## src/rtl/serial_addsub_pkg.sv

```systemverilog
// serial_addsub_pkg
//   Shared types and constants for the bit-serial adder/subtracter.
//   - state_t        : controller states (IDLE, BUSY, DONE)
//   - DEFAULT_WIDTH  : default operand/result width
//   - cnt_width()    : width of the bit counter for a given operand width
package serial_addsub_pkg;

    typedef enum logic [1:0] {
        IDLE = 2'd0,
        BUSY = 2'd1,
        DONE = 2'd2
    } state_t;

    localparam int DEFAULT_WIDTH = 4;

    // Counter only has to reach WIDTH-1, so $clog2(WIDTH) bits suffice.
    function automatic int cnt_width(input int w);
        return (w < 2) ? 1 : $clog2(w);
    endfunction

endpackage

```

## src/rtl/full_adder.sv

```systemverilog
// full_adder
//   Single-bit full-adder cell used by the serial datapath.
//   Ports:
//     a, b, cin : addend bits and carry in
//     s         : sum bit
//     cout      : carry out (majority of the three inputs)
module full_adder (
    input  logic a,
    input  logic b,
    input  logic cin,
    output logic s,
    output logic cout
);

    assign s    = a ^ b ^ cin;
    assign cout = (a & b) | (a & cin) | (b & cin);

endmodule

```

## src/rtl/serial_adder_subtracter.sv

```systemverilog
// serial_adder_subtracter
//   Bit-serial two's-complement add/subtract, one bit per clock, LSB first,
//   through a single full-adder cell. Request and result use valid/ready.
//   Ports:
//     clk, rst_n           : clock, asynchronous active-low reset
//     in_valid / in_ready  : request handshake (a, b, s sampled on accept)
//     a, b                 : WIDTH-bit operands
//     s                    : 0 = a+b, 1 = a-b
//     out_valid / out_ready: result handshake
//     sum                  : WIDTH-bit result
//     v                    : signed overflow
//     z, n                 : zero / negative flags (only with
//                            SERIAL_ADDSUB_FLAGS_EN defined)
//   Optional feature macro: SERIAL_ADDSUB_FLAGS_EN
module serial_adder_subtracter
    import serial_addsub_pkg::*;
#(
    parameter int WIDTH = DEFAULT_WIDTH
) (
    input  logic             clk,
    input  logic             rst_n,
    input  logic             in_valid,
    output logic             in_ready,
    input  logic [WIDTH-1:0] a,
    input  logic [WIDTH-1:0] b,
    input  logic             s,
    output logic             out_valid,
    input  logic             out_ready,
    output logic [WIDTH-1:0] sum,
`ifdef SERIAL_ADDSUB_FLAGS_EN
    output logic             z,
    output logic             n,
`endif
    output logic             v
);

    localparam int CW = cnt_width(WIDTH);
    localparam logic [CW-1:0] LAST = CW'(WIDTH - 1);

    state_t           state;
    logic [WIDTH-1:0] a_sr;
    logic [WIDTH-1:0] b_sr;
    logic [WIDTH-1:0] sum_r;
    logic [CW-1:0]    cnt;
    logic             carry;
    logic             v_r;
    logic             fa_s;
    logic             fa_co;
    logic [WIDTH-1:0] sum_nxt;

    full_adder u_fa (
        .a    (a_sr[0]),
        .b    (b_sr[0]),
        .cin  (carry),
        .s    (fa_s),
        .cout (fa_co)
    );

    // New bit enters at the MSB so after WIDTH shifts bit 0 lands at sum[0].
    assign sum_nxt = {fa_s, sum_r[WIDTH-1:1]};

    assign in_ready  = (state == IDLE);
    assign out_valid = (state == DONE);
    assign sum       = sum_r;
    assign v         = v_r;

`ifdef SERIAL_ADDSUB_FLAGS_EN
    logic z_r;
    logic n_r;
    assign z = z_r;
    assign n = n_r;
`endif

    always_ff @(posedge clk or negedge rst_n) begin
        if (!rst_n) begin
            state <= IDLE;
            a_sr  <= '0;
            b_sr  <= '0;
            sum_r <= '0;
            cnt   <= '0;
            carry <= 1'b0;
            v_r   <= 1'b0;
`ifdef SERIAL_ADDSUB_FLAGS_EN
            z_r   <= 1'b0;
            n_r   <= 1'b0;
`endif
        end else begin
            case (state)
                IDLE: begin
                    if (in_valid) begin
                        // Subtract = add the inverted operand with carry-in 1.
                        a_sr  <= a;
                        b_sr  <= b ^ {WIDTH{s}};
                        carry <= s;
                        cnt   <= '0;
                        sum_r <= '0;
                        state <= BUSY;
                    end
                end
                BUSY: begin
                    a_sr  <= a_sr >> 1;
                    b_sr  <= b_sr >> 1;
                    sum_r <= sum_nxt;
                    carry <= fa_co;
                    cnt   <= cnt + 1'b1;
                    if (cnt == LAST) begin
                        // carry still holds the carry into the MSB here.
                        v_r   <= carry ^ fa_co;
`ifdef SERIAL_ADDSUB_FLAGS_EN
                        z_r   <= (sum_nxt == '0);
                        n_r   <= fa_s;
`endif
                        state <= DONE;
                    end
                end
                DONE: begin
                    if (out_ready) state <= IDLE;
                end
                default: state <= IDLE;
            endcase
        end
    end

endmodule

```

## config.mk

```make
export PLATFORM = sky130hd
export DESIGN_NAME = serial_adder_subtracter
export DESIGN_NICKNAME = d
export VERILOG_FILES = /design/src/rtl/serial_addsub_pkg.sv /design/src/rtl/full_adder.sv /design/src/rtl/serial_adder_subtracter.sv
export SDC_FILE = /design/constraint.sdc
export NUM_CORES = 1
export LEC_CHECK = 0
export ABC_AREA = 1
export CAP_MARGIN = 10
export CORE_ASPECT_RATIO = 0.9
export CORE_UTILIZATION = 48
export DETAILED_ROUTE_END_ITERATION = 10
export PLACE_DENSITY = 0.77
export REMOVE_ABC_BUFFERS = 1
export SLEW_MARGIN = 40
export SYNTH_ARGS = -nofsm -noshare
export SYNTH_HDL_FRONTEND = slang
export SYNTH_HIERARCHICAL = 1
export SYNTH_SLANG_ARGS = --single-unit
```

## constraint.sdc

```tcl
create_clock -name clk -period 1.6 [get_ports clk]
set_clock_uncertainty 0.05 [all_clocks]
set_input_delay 0.48 -clock clk [delete_from_list [all_inputs] [get_ports clk]]
set_output_delay 0.48 -clock clk [all_outputs]
set_load 0.05 [all_outputs]
```

* After elaboration in Yosys (flattened, before gate mapping)
Cells that the tools add are included.
** Word-level totals
- Bits in read-only memories :: 0
- Output and inout bits :: 7
- Word-level logic and storage cells :: 42
- Bits in writable memories :: 0
- Input bits :: 13
- Flip-flop bits (word level) :: 18
- Memories kept :: 0
- Bits in latches :: 0
** Cells by class
- $lt $le $gt $ge :: 0
- Equality and inequality tests :: 6
- Div/mod/pow operators :: 0
- Reductions and logical operators :: 5
- Shift-type cells :: 0
- Bitwise operators :: 9
- Multiplexer cells :: 14
- Add/sub/neg operators :: 1
- $mul :: 0
** Operators by type and width (count)
- 4-bit one-hot mux with 2 select lines :: 3
- 4-bit two-way mux :: 3
- 2-bit two-way mux :: 4
- 2-bit one-hot mux with 3 select lines :: 1
- 2-bit equality test (second input constant) :: 2
- 2-bit != test (second input constant) :: 2
- 2-bit one-hot mux with 2 select lines :: 1
- 2-bit AND reduction :: 2
- 4-bit bitwise XOR :: 1
- 1-bit AND :: 3
- 3-bit AND reduction :: 1
- 1-bit bitwise XOR :: 3
- 2-bit by 1-bit adder with 2-bit output (second input constant) :: 1
- 2-bit by 1-bit equality test with 1-bit output (second input constant) :: 1
- 2-bit zero test :: 1
- 2-bit by 1-bit != test with 1-bit output (second input constant) :: 1
- 1-bit OR :: 2
- 1-bit one-hot mux with 2 select lines :: 1
- 2-bit nonzero test :: 1
- 1-bit two-way mux :: 1

* Logic depth before layout (Yosys ltp)
- Depth in word-level cells :: 4
- Depth in mapped cells :: 6

* Cells and area by module
The synthesis kept the hierarchy.
** Modules (own cells, without submodules)
- serial_adder_subtracter :: cells an instance 104, seq. area each 450.4 sq um, area each 845.8 sq um, instances 1
- full_adder :: cells an instance 1, seq. area each 0.0 sq um, area each 20.0 sq um, instances 1

* Worst setup path before layout
Ideal clock, no wire load.
- Path type :: register to output
- Start :: register state[0]
- End :: output port in_ready
- Slack :: -0.119 ns
- Arrival :: 1.189 ns
- Stages on the path, launching flop included :: 2
- Cells stage by stage :: dfrtp_1 -> nor2_1
** On the way
- Longest elaborated chain between the ends :: 1
** RTL lines
- from (decl) :: line serial_adder_subtracter.sv:40 : state_t state;
- from (signal assigned) :: line serial_adder_subtracter.sv:76 : state <= IDLE;
- from (signal assigned) :: line serial_adder_subtracter.sv:97 : state <= BUSY;
- from (signal assigned) :: line serial_adder_subtracter.sv:113 : state <= DONE;
- 2-bit zero test :: line serial_adder_subtracter.sv:62 : assign in_ready = (state == IDLE);
- to (decl) :: line serial_adder_subtracter.sv:23 : output logic in_ready,
No other way between the ends.

* Worst setup path after layout
- Start :: register state[0]
- End :: output port out_valid
** On the way
- Longest elaborated chain between the ends :: 1
** RTL lines
- 2-bit equality test :: line serial_adder_subtracter.sv:63 : assign out_valid = (state == DONE);
- to (decl) :: line serial_adder_subtracter.sv:27 : output logic out_valid,
No other way between the ends.

==> key figures <==
Run status
  – Outcome: finished with violations
  – Failing checks: DRC

Pwr
  – Peak VDD IR: roughly 0.0017 V
  – Pleak: approximately 0.64 nW
  – Power per cell area: about 1900 nW/um2

Timing
  – Slew HR: about 77%
  – Setup_tns: 0 ps
  – Setup-failing EPs final: 0
  – Slew Limit Fails: 0
  – Worst-Margin Slew: between 300 and 400 ps
  – RSZ-0062 raised after global routing: true
  – Fin crit share: a little over nine tenths
  – Final Hold Vio Count: 0
  – Max Fclk: 634 MHz
  – Final min period: between 1500 and 2000 ps
  – Worst Slack Setup Final: 21.5 ps

Place
  – Detailed Place HPWL: 1340 um
  – Dpl ws: -65.2 ps
  – Routability cong.: approximately 0.74
  – Port Buffers: 19

GRT
  – Global-route wire length before repair: just under 3000 um
  – Met2 Track Usage GR: between 30% and 40%
  – Total gr overflow: 0
  – Largest net degree at the start of global routing: 19
  – GR Util met3: 2.59%
  – Antenna violations before repair: 0
  – GR Util met1: a little under a third
  – Vias in the first global route: 680
  – Total GRT Usage: just over 20%
  – Most used routing layer: met1

Die
  – Die height: ~42 um
  – Starting Density: between 50% and 60%
  – Die area: approximately 2000 um2
  – I/O pin count: 20
  – Core ar.: 1680 um2
  – Die X: around 47 um
  – Row count: 14

Yosys
  – Top post-synthesis cells by count: nand2_1 (38), nand3_1 (26), dfrtp_1 (18), inv_1 (6), nor2_1 (4)
  – Synthesized area per cell: a little over 8 um2
  – Synth Instances: 105
  – FF+latch count, synth: 18
  – Top area cells in the synthesized netlist: dfrtp_1 (52%), nand2_1 (16%), nand3_1 (15%)
  – Cell variety after synth: 15
  – Sequential fraction of the synthesis area: between 50% and 60%
  – Synth area leader: dfrtp_1
  – Most common cell in the synthesized netlist: nand2_1
  – Synth top area share: a little over half
  – Cell Area, Synth: just under 900 um2
  – FFs w/ async S/R, synth: 100%
  – Ys Warns: 6
  – Top_reg_cell synth: dfrtp_1
  – EDFF count, synth: 0

Routing
  – Vias/cell: 5.09
  – WL/cell: around 11 um
  – Drt drc: 1
  – Vias: ~810
  – ANT nets after route: 0
  – Drt first pass iters: 7
  – WL final: roughly 1800 um
  – Initial DRC Count: 11

Clocking
  – H-Tree Level Count: 1
  – Total clock sinks: 18
  – Cts hold-fix bufs: 0
  – CTS Buf Count: 3
  – Clk pin slew, worst setup/hold paths: between 100 and 150 ps
  – CTS tree: yes
  – Root Buffer: clkbuf_4
  – Clk Latency, worst-skew pair: around 290 ps
  – Maximum clock path buffer count: 2

Setup path
  – CP max FO: 5
  – CP arrival: roughly 1100 ps
  – Startpoint Class: register
  – Crit end category: output pin
  – WP data required: 1070 ps
  – Critical path class: register to output pin

Layout
  – Share of cells above drive strength 1: 20.1%
  – Synth-to-Final Area Change: 44.9%
  – Fill cells: roughly 130
  – Number of diodes: 0
  – Final #Nets: 150

Job
  – Max_cap viols: 0

Min path
  – Hold crit path type: register to register
[state kept, by name, summed over array words and instances (netlist names)]
register	flops
a_sr	4
b_sr	4
sum	4
cnt	2
state	2
carry	1
v	1
[per-layer routing]
metal,vias up,part of all wire [%]
met1,386,47
met4,0,0.50
met2,17,49
li1,400,-
met3,2,2.9
met5,-,0
[metrics by stage]
stage                     hold WS, ps  power [mW]  cell area [um2]  std cells  utilization [%]
after floorplan                   134        1.50              845        102                -
after detailed placement          435        2.10             1190        152             70.6
after CTS                         457        2.41             1230        156             73.4
after global placement            425        2.07             1190        152             70.6
after global routing              478        2.59             1250        158             74.6
final                             458        2.44             1250        158             74.6
[path summary, 6_finish.rpt]
check,start,to,cells past startpoint,slack [ps]
max in group asynchronous,rst_n,state[0],2,820
worst max-delay path,state[0],out_valid,2,20
worst min register to register,a_sr[1],a_sr[0],2,460
min in group asynchronous,rst_n,carry,2,470
worst min-delay path,a_sr[1],a_sr[0],2,460
worst max register to register,a_sr[0],v,4,270
[what timing repair did]
action / CTS / global route
gates cloned: 0 / 0
resized for setup: 5 / 1
pin swaps: 1 / 2
endpoints found under the setup margin: 2 / 2
setup buffers: 0 / 2
[area by class of cell]
| class | instances | area (um2) | share of cell area, % |
|---|---|---|---|
| well taps | 24 | 30.0 | 2.39 |
| inverters | 7 | 26.3 | 2.09 |
| flip-flops and latches | 18 | 452 | 36.0 |
| clock buffers | 4 | 36.3 | 2.89 |
| repair buffers | 28 | 328 | 26.1 |
| multi-input cells | 77 | 383 | 30.5 |
[power breakdown]
group	switching, mW	total [mW]	internal [mW]
Combinational	0.742	1.33	0.591
Clock	0.141	0.280	0.138
Sequential	0.181	0.828	0.647
[worst max-delay path, stage by stage (launching register included)]
cell     delay, ps
dfrtp_2        480
nor2_4         140
buf_12         140
[logic make-up after synthesis]
kind of cell / Yosys count / share of synthesized area (%)
compound gates: 3 / 2.02
xor+xnor: 2 / 2.02
fa+ha+maj: 2 / 3.76
buf+inv: 10 / 5.49
flops: 18 / 52.0
simple gates: 70 / 34.7
[cell usage in the layout (no fill, tap or decap)]
| cell | count |
|---|---|
| nand2_2 | 2 |
| dfrtp_2 | 1 |
| xor2_1 | 2 |
| nor2_4 | 2 |
| clkbuf_4 | 3 |
| nand2_1 | 38 |
| buf_12 | 7 |
| inv_2 | 2 |
| inv_1 | 5 |
| fa_1 | 1 |
| o31ai_1 | 1 |
| o21ai_1 | 1 |
| o21ai_0 | 1 |
| ha_1 | 1 |
| dfrtp_1 | 17 |
| nand3_1 | 26 |
| buf_4 | 9 |
| clkdlybuf4s50_1 | 12 |
| clkbuf_8 | 1 |
| nor2_1 | 2 |
Power figures use the tool's default switching activity.
